===== src/rtl/mvm_pkg.sv =====
// Shared types and widths for the MVM control FSM and its memory loader.
// Both sides must agree on address and word-count widths.
package mvm_pkg;

    localparam int MVM_DATAW      = 64;
    localparam int MVM_NUM_OLANES = 8;
    localparam int MVM_VEC_ADDRW  = 8;
    localparam int MVM_MAT_ADDRW  = 9;
    localparam int MVM_MAT_SIZEW  = MVM_MAT_ADDRW + 1;

    typedef enum logic {
        TGT_VEC = 1'b0,
        TGT_MAT = 1'b1
    } target_t;

    typedef enum logic {
        LD_IDLE = 1'b0,
        LD_LOAD = 1'b1
    } loader_state_t;

endpackage


===== src/rtl/mvm_loader.sv =====
// Streams data words into the vector memory or one matrix lane memory
// at consecutive (wrapping) addresses, one command at a time.
module mvm_loader
    import mvm_pkg::*;
#(
    parameter int DATAW      = MVM_DATAW,
    parameter int NUM_OLANES = MVM_NUM_OLANES,
    parameter int VEC_ADDRW  = MVM_VEC_ADDRW,
    parameter int MAT_ADDRW  = MVM_MAT_ADDRW,
    parameter int MAT_SIZEW  = MAT_ADDRW + 1,
    parameter int LANEW      = $clog2(NUM_OLANES)
) (
    input  logic                  clk,
    input  logic                  rst,
    input  logic                  cmd_valid,
    output logic                  cmd_ready,
    input  logic                  cmd_target,
    input  logic [LANEW-1:0]      cmd_lane,
    input  logic [MAT_ADDRW-1:0]  cmd_start_addr,
    input  logic [MAT_SIZEW-1:0]  cmd_num_words,
    input  logic                  i_valid,
    output logic                  i_ready,
    input  logic [DATAW-1:0]      i_data,
    output logic                  vec_wen,
    output logic [VEC_ADDRW-1:0]  vec_waddr,
    output logic [NUM_OLANES-1:0] mat_wen,
    output logic [MAT_ADDRW-1:0]  mat_waddr,
    output logic [DATAW-1:0]      wdata,
    output logic                  busy,
    output logic                  done
);

    loader_state_t state_q, state_d;

    target_t               tgt_q;
    logic [LANEW-1:0]      lane_q;
    logic [MAT_ADDRW-1:0]  start_q;
    logic [MAT_SIZEW-1:0]  count_q;
    logic [MAT_SIZEW-1:0]  idx_q;

    logic                  vec_wen_q, vec_wen_d;
    logic [NUM_OLANES-1:0] mat_wen_q, mat_wen_d;
    logic [MAT_ADDRW-1:0]  waddr_q, waddr_d;
    logic [DATAW-1:0]      wdata_q;
    logic                  done_q, done_d;
    logic                  busy_q;

    logic cmd_fire;
    logic data_fire;
    logic last;

    // cmd_ready is held low while reset is asserted
    assign cmd_ready = rst & (state_q == LD_IDLE);
    assign i_ready   = (state_q == LD_LOAD);
    assign cmd_fire  = cmd_valid & cmd_ready;
    assign data_fire = i_valid & i_ready;
    assign last      = (idx_q == count_q - MAT_SIZEW'(1));

    always_ff @(posedge clk or negedge rst) begin
        if (!rst) begin
            state_q <= LD_IDLE;
        end else begin
            state_q <= state_d;
        end
    end

    always_comb begin
        state_d   = state_q;
        vec_wen_d = 1'b0;
        mat_wen_d = '0;
        done_d    = 1'b0;
        waddr_d   = start_q + idx_q[MAT_ADDRW-1:0];
        unique case (state_q)
            LD_IDLE: begin
                if (cmd_fire) begin
                    if (cmd_num_words == '0) begin
                        done_d = 1'b1;
                    end else begin
                        state_d = LD_LOAD;
                    end
                end
            end
            LD_LOAD: begin
                if (data_fire) begin
                    if (tgt_q == TGT_VEC) begin
                        vec_wen_d = 1'b1;
                    end else begin
                        mat_wen_d = NUM_OLANES'(1) << lane_q;
                    end
                    if (last) begin
                        done_d  = 1'b1;
                        state_d = LD_IDLE;
                    end
                end
            end
            default: state_d = LD_IDLE;
        endcase
    end

    always_ff @(posedge clk or negedge rst) begin
        if (!rst) begin
            tgt_q     <= TGT_VEC;
            lane_q    <= '0;
            start_q   <= '0;
            count_q   <= '0;
            idx_q     <= '0;
            vec_wen_q <= 1'b0;
            mat_wen_q <= '0;
            waddr_q   <= '0;
            wdata_q   <= '0;
            done_q    <= 1'b0;
            busy_q    <= 1'b0;
        end else begin
            if (cmd_fire) begin
                tgt_q   <= target_t'(cmd_target);
                lane_q  <= cmd_lane;
                start_q <= cmd_start_addr;
                count_q <= cmd_num_words;
                idx_q   <= '0;
            end else if (data_fire) begin
                idx_q <= idx_q + MAT_SIZEW'(1);
            end
            if (data_fire) begin
                waddr_q <= waddr_d;
                wdata_q <= i_data;
            end
            vec_wen_q <= vec_wen_d;
            mat_wen_q <= mat_wen_d;
            done_q    <= done_d;
            // stays high through the cycle carrying the final write
            busy_q    <= (state_d == LD_LOAD) | vec_wen_d | (|mat_wen_d);
        end
    end

    assign vec_wen   = vec_wen_q;
    assign vec_waddr = waddr_q[VEC_ADDRW-1:0];
    assign mat_wen   = mat_wen_q;
    assign mat_waddr = waddr_q;
    assign wdata     = wdata_q;
    assign busy      = busy_q;
    assign done      = done_q;

endmodule


===== config.mk =====
export PLATFORM = sky130hd
export DESIGN_NAME = mvm_loader
export DESIGN_NICKNAME = d
export VERILOG_FILES = /design/src/rtl/mvm_pkg.sv /design/src/rtl/mvm_loader.sv
export SDC_FILE = /design/constraint.sdc
export NUM_CORES = 1
export LEC_CHECK = 0
export CAP_MARGIN = 0
export CORE_ASPECT_RATIO = 0.75
export CORE_MARGIN = 3
export CORE_UTILIZATION = 38
export CTS_CLUSTER_SIZE = 20
export DETAILED_ROUTE_END_ITERATION = 8
export HOLD_SLACK_MARGIN = 0.15
export PLACE_DENSITY = 0.81
export SKIP_LAST_GASP = 1
export SYNTH_ARGS = -nofsm -noshare
export SYNTH_HDL_FRONTEND = slang
export SYNTH_SLANG_ARGS = --single-unit

===== constraint.sdc =====
create_clock -name clk -period 6.34 [get_ports clk]
set_clock_uncertainty 0.1 [all_clocks]
set_input_delay 0.634 -clock clk [delete_from_list [all_inputs] [get_ports clk]]
set_output_delay 0.634 -clock clk [all_outputs]
set_load 0.03 [all_outputs]

==> Word-level counts from Yosys, hierarchy flattened <==
Index checks and enable logic that the tools add are counted.
{ "word_totals": {"word_cells": 44, "in_bits": 91, "regBits": 118} }
{ "op_classes": {"addsub": 3, "bitwise": 6, "shift": 1, "n_mux": 18, "n_eq_ne": 1, "n_reduce_logical": 3} }
{ "ops": {"columns": ["operator", "n"], "rows": [
  ["2-to-1 mux 8 bit", 3],
  ["2-to-1 mux 10 bit", 2],
  ["2-to-1 mux 1 bit", 11],
  ["adder 10 x 1 -> 10 bit (second input constant)", 1],
  ["== test 10 bit", 1],
  ["logical NOT 10 bit", 1],
  ["subtractor 10 x 1 -> 10 bit (second input constant)", 1],
  ["adder 9 bit", 1],
  ["OR reduction 8 bit", 1],
  ["<< shifter 1 x 3 -> 8 bit (first input constant)", 1],
  ["case mux 1 bit (2 select lines)", 2],
  ["AND 1 bit", 3],
  ["bitwise OR 1 bit", 2],
  ["nonzero test 2 bit", 1],
  ["inverter 1 bit", 1]
]} }

==> Longest topological paths before layout <==
{ "depth": {"word_depth": 7, "depth_mapped": 8} }

==> Least setup slack after synthesis <==
Ideal clock, no wire load.
{ "synth_path": {"path_type": "input to register", "startpoint": "input port rst", "endpoint": "register idx_q[0]", "path_stages": 6, "t_arrival_ns": 2.034, "setup_time_ns": 0.132, "path_slack_ns": 4.074, "path_cell_list": "nor2b_1 -> and2_1 -> buf_8 -> buf_2 -> buf_1 -> nor2_1"} }
{ "synth_via": {"elab_chain_cells": 3, "elab_cells_between_ends": 4, "cone_classes": "1 x mux; 2 x bitwise; 1 x reduce/logical"} }
{ "synth_rtl": {"columns": ["item", "line_no", "rtl"], "rows": [
  ["from (decl)", "mvm_loader.sv:14", "input logic rst,"],
  ["AND 1 bit (*)", "mvm_loader.sv:53", "assign cmd_ready = rst & (state_q == LD_IDLE);"],
  ["AND 1 bit (*)", "mvm_loader.sv:55", "assign cmd_fire = cmd_valid & cmd_ready;"],
  ["2-to-1 mux 10 bit or nonzero test 2 bit (tied branches)", null, null],
  ["to (signal assigned)", "mvm_loader.sv:121", "idx_q <= idx_q + MAT_SIZEW'(1);"],
  ["to (decl)", "mvm_loader.sv:39", "logic [MAT_SIZEW-1:0] idx_q;"]
]} }
Mark *: on every way between the ends. The rest lies on a longest branch, timed or not.
A chain may end at the register's enable or synchronous reset.

==> Final worst setup path <==
{ "layout_path": {"startpoint": "input port rst", "endpoint": "output port cmd_ready"} }
{ "layout_via": {"elab_chain_cells": 1} }
{ "layout_rtl": {"columns": ["item", "line_no", "rtl"], "rows": [
  ["AND 1 bit", "mvm_loader.sv:53", null],
  ["to (decl)", "mvm_loader.sv:16", "output logic cmd_ready,"]
]} }
Every way passes these cells.

==> metrics.txt <==
status=finished clean; nature of the critical path startpoint=input pin; synthesis-to-layout area growth=49.1%; slowest stage delay, CP=~0.68 ns; post-DP HPWL=roughly 10000 microns; Slew Limit Fails=0; peak supply drop=about 0.00025 V; initial antenna violation count=0; Core ar.=between 10,000 and 15,000 sq um; vias in the first global route=between 4k and 5k; maxcap violations=0; dpl cells=864; commonest non-fill, non-tap cell in the layout=nand2_1; Ant. Diodes=0; vias=around 4.4k; Mean Syn Cell Area=between 9 and 10 sq um; number of synthesized register bits=118; syn nets=about 640; mapped cell area=between 5000 and 6000 sq um; Critical Path End Type=output port; post-synth cell types=51; TritonCTS Buffers=17; hold crit path type=reg2reg; Worst EP arrival=about 2.5 ns; die area=15,200 sq um; Die Ht=around 110 microns; register-to-register setup slack=approximately 4.1 ns; Peak Freq=307 MHz; CP startpoint=rst; share of cells above drive strength 1=approximately 7.3%; Initial Utilization=39.5%; Leak=0.00360 uW; DP Area=between 7000 and 8000 sq um; GPL Wtd Cong=between 0.7 and 0.8; clock root buffer=clkbuf_16; drt drc=0; post-synthesis sequential area ratio=56.4%; final setup violation count=0; Worst-path clk slew=approximately 0.060 ns; Post-Syn Instances=approximately 540; worst reg2reg path endpoint=mat_waddr[7]; WS Path Type=in2out; worst r2r src=idx_q[1]; CTS tree=built; RSZ-0062 raised after global routing=false; die width=141 microns; post-route cell area=7800 sq um; final cell count without fillers=897; Wirelength per Cell=15.6 microns; clk_lat worst skew=~0.4 ns; DRT iter0 DRCs=roughly 160; postcts setup bufs=0; I/O Pins=185; Critical Path End=cmd_ready; Final Cycle Share=around 51%; CP Max Fanout=42; DRT Pass-1 Iters=4; CP Cell Sequence=dlygate4sd3_1 > buf_4 > nor2b_1 > clkdlybuf4s50_1; I/O Buffers=approximately 180; post-route antenna net violation count=0; largest net degree at the start of global routing=93; Final Hold Fails=0; Max H-tree Level=4; pwr dens=about 470 nW/um^2; Max clock buf depth=2; fillers=~1.1k; TNS Setup=0 ns; clk sink count=roughly 120; synth warn=0; Vias/cell=slightly below 5; Period minus WS final=3.25 ns; first-pass GRT wire length=22,800 microns; reg2reg path depth=6; utilization after layout=between 50% and 60%; worst slew pin tran=0.962 ns; Std-Cell Rows=36; commonest cells after routing, fill and taps aside=nand2_1 (213), clkdlybuf4s50_1 (183), dfrtp_1 (118), clkbuf_16 (17), nor2_1 (16); WL final=about 14,000 microns; max_slew headroom=between 30% and 40%; gr ovfl total=0; Tot GR Track Use=between 10% and 20%; Final nets=about 800; Slowest cell on crit path=clkdlybuf4s50_1; WP data required=about 5.6 ns
[critical path, delay by kind of cell]
kind,cells,cell delay (ns)
simple gates,1,0.22
buf+inv,3,1.65
[layout make-up]
class / instances / area (sq um) / share of cell area (%)
multi-input combinational: 380 / 2090 / 26.8
tap: 171 / 214 / 2.74
timing repair buffer: 188 / 1870 / 24.0
clock inverter: 14 / 199 / 2.55
clock buffer: 18 / 439 / 5.63
inverter: 8 / 30.0 / 0.385
sequential: 118 / 2950 / 37.9
[where the power goes]
part,internal (uW),switching [uW],total (uW),leakage (uW)
combinational,634,795,1430,0.00183
clock,673,351,1020,0.000311
sequential,991,227,1220,0.00146
total,2300,1370,3670,0.00360
[Yosys cell counts (all sizes together)]
library cell	number	share of area (%)
nor3	11	1.1
nand3	6	0.57
a21oi	6	0.57
or3b	1	0.17
xnor2	13	2.2
o31ai	1	0.14
a21o	3	0.43
o22ai	1	0.24
inv	8	0.57
and3	2	0.24
nor2b	5	0.60
or2	2	0.24
and2	4	0.50
nand3b	3	0.43
buf	20	2.3
xor2	13	2.2
a311oi	1	0.17
o21ai	13	1.2
a2111oi	1	0.17
mux2	20	4.3
fa	1	0.38
dfrtp	118	56
or3	1	0.12
nor3b	5	0.72
nand2	214	15
clkbuf	11	0.79
ha	10	2.4
and3b	1	0.17
or4	4	0.57
nand4	4	0.48
o211ai	1	0.14
xnor3	1	0.43
a221oi	2	0.33
o21a	1	0.14
nor2	17	1.3
nor4	3	0.48
a31o	1	0.17
a2111o	1	0.22
a31oi	2	0.24
and4	2	0.33
nand4b	2	0.33
nor4b	1	0.17
[registers in the layout, summed over array words and instances, names as in the netlist]
register   cells
busy           1
count_q       10
done           1
i_ready        1
idx_q         10
lane_q         3
mat_waddr      9
mat_wen        8
start_q        9
tgt_q          1
vec_wen        1
wdata         64
[metal layers]
metal,global-route usage (%),part of all wire (%)
met3,7.59,9.2
met4,4.73,0.51
met1,23.9,43
met2,30.9,47
met5,0,0
[worst min path at each step]
stage               from        end  slack [ns]  depth (start not counted)
2_1_floorplan        rst       busy        0.24                          0
3_3_place_gp   wdata[40]  wdata[40]        0.36                          2
3_5_place_dp   wdata[17]  wdata[17]        0.36                          2
4_1_cts        wdata[17]  wdata[17]        0.38                          2
5_1_grt        wdata[51]  wdata[51]        0.39                          2
6_report       wdata[10]  wdata[10]        0.37                          2
[metrics by stage]
stage / total power [uW] / setup slack, ns / hold WS [ns]
floorplan: 2090 / 4.07 / 0.238
global placement: 2600 / 3.52 / 0.359
detailed placement: 2660 / 3.49 / 0.361
CTS: 3710 / 3.04 / 0.375
global route: 3880 / 2.93 / 0.392
finish: 3670 / 3.09 / 0.375
[logic make-up (layout without fill, tap and decap cells)]
group                    count (synthesis)  count (layout)  share of synthesized area (%)
XOR/XNOR                                27              27                           4.78
AO/OA/AOI/OAI                           34              34                           4.21
adder cells (fa/ha/maj)                 11              11                           2.77
flip-flops                             118             118                           56.4
AND/OR/NAND/NOR                        288             288                           23.8
multiplexers                            20              20                           4.31
buffers and inverters                   39             228                           3.68
[repair_timing]
| action | 4_1_cts | 5_1_grt |
|---|---|---|
| endpoints found under the hold margin | 40 | 0 |
| hold buffers | 1 | 0 |
| resized for setup | 0 | 0 |
(Power assumes the default switching activity.)
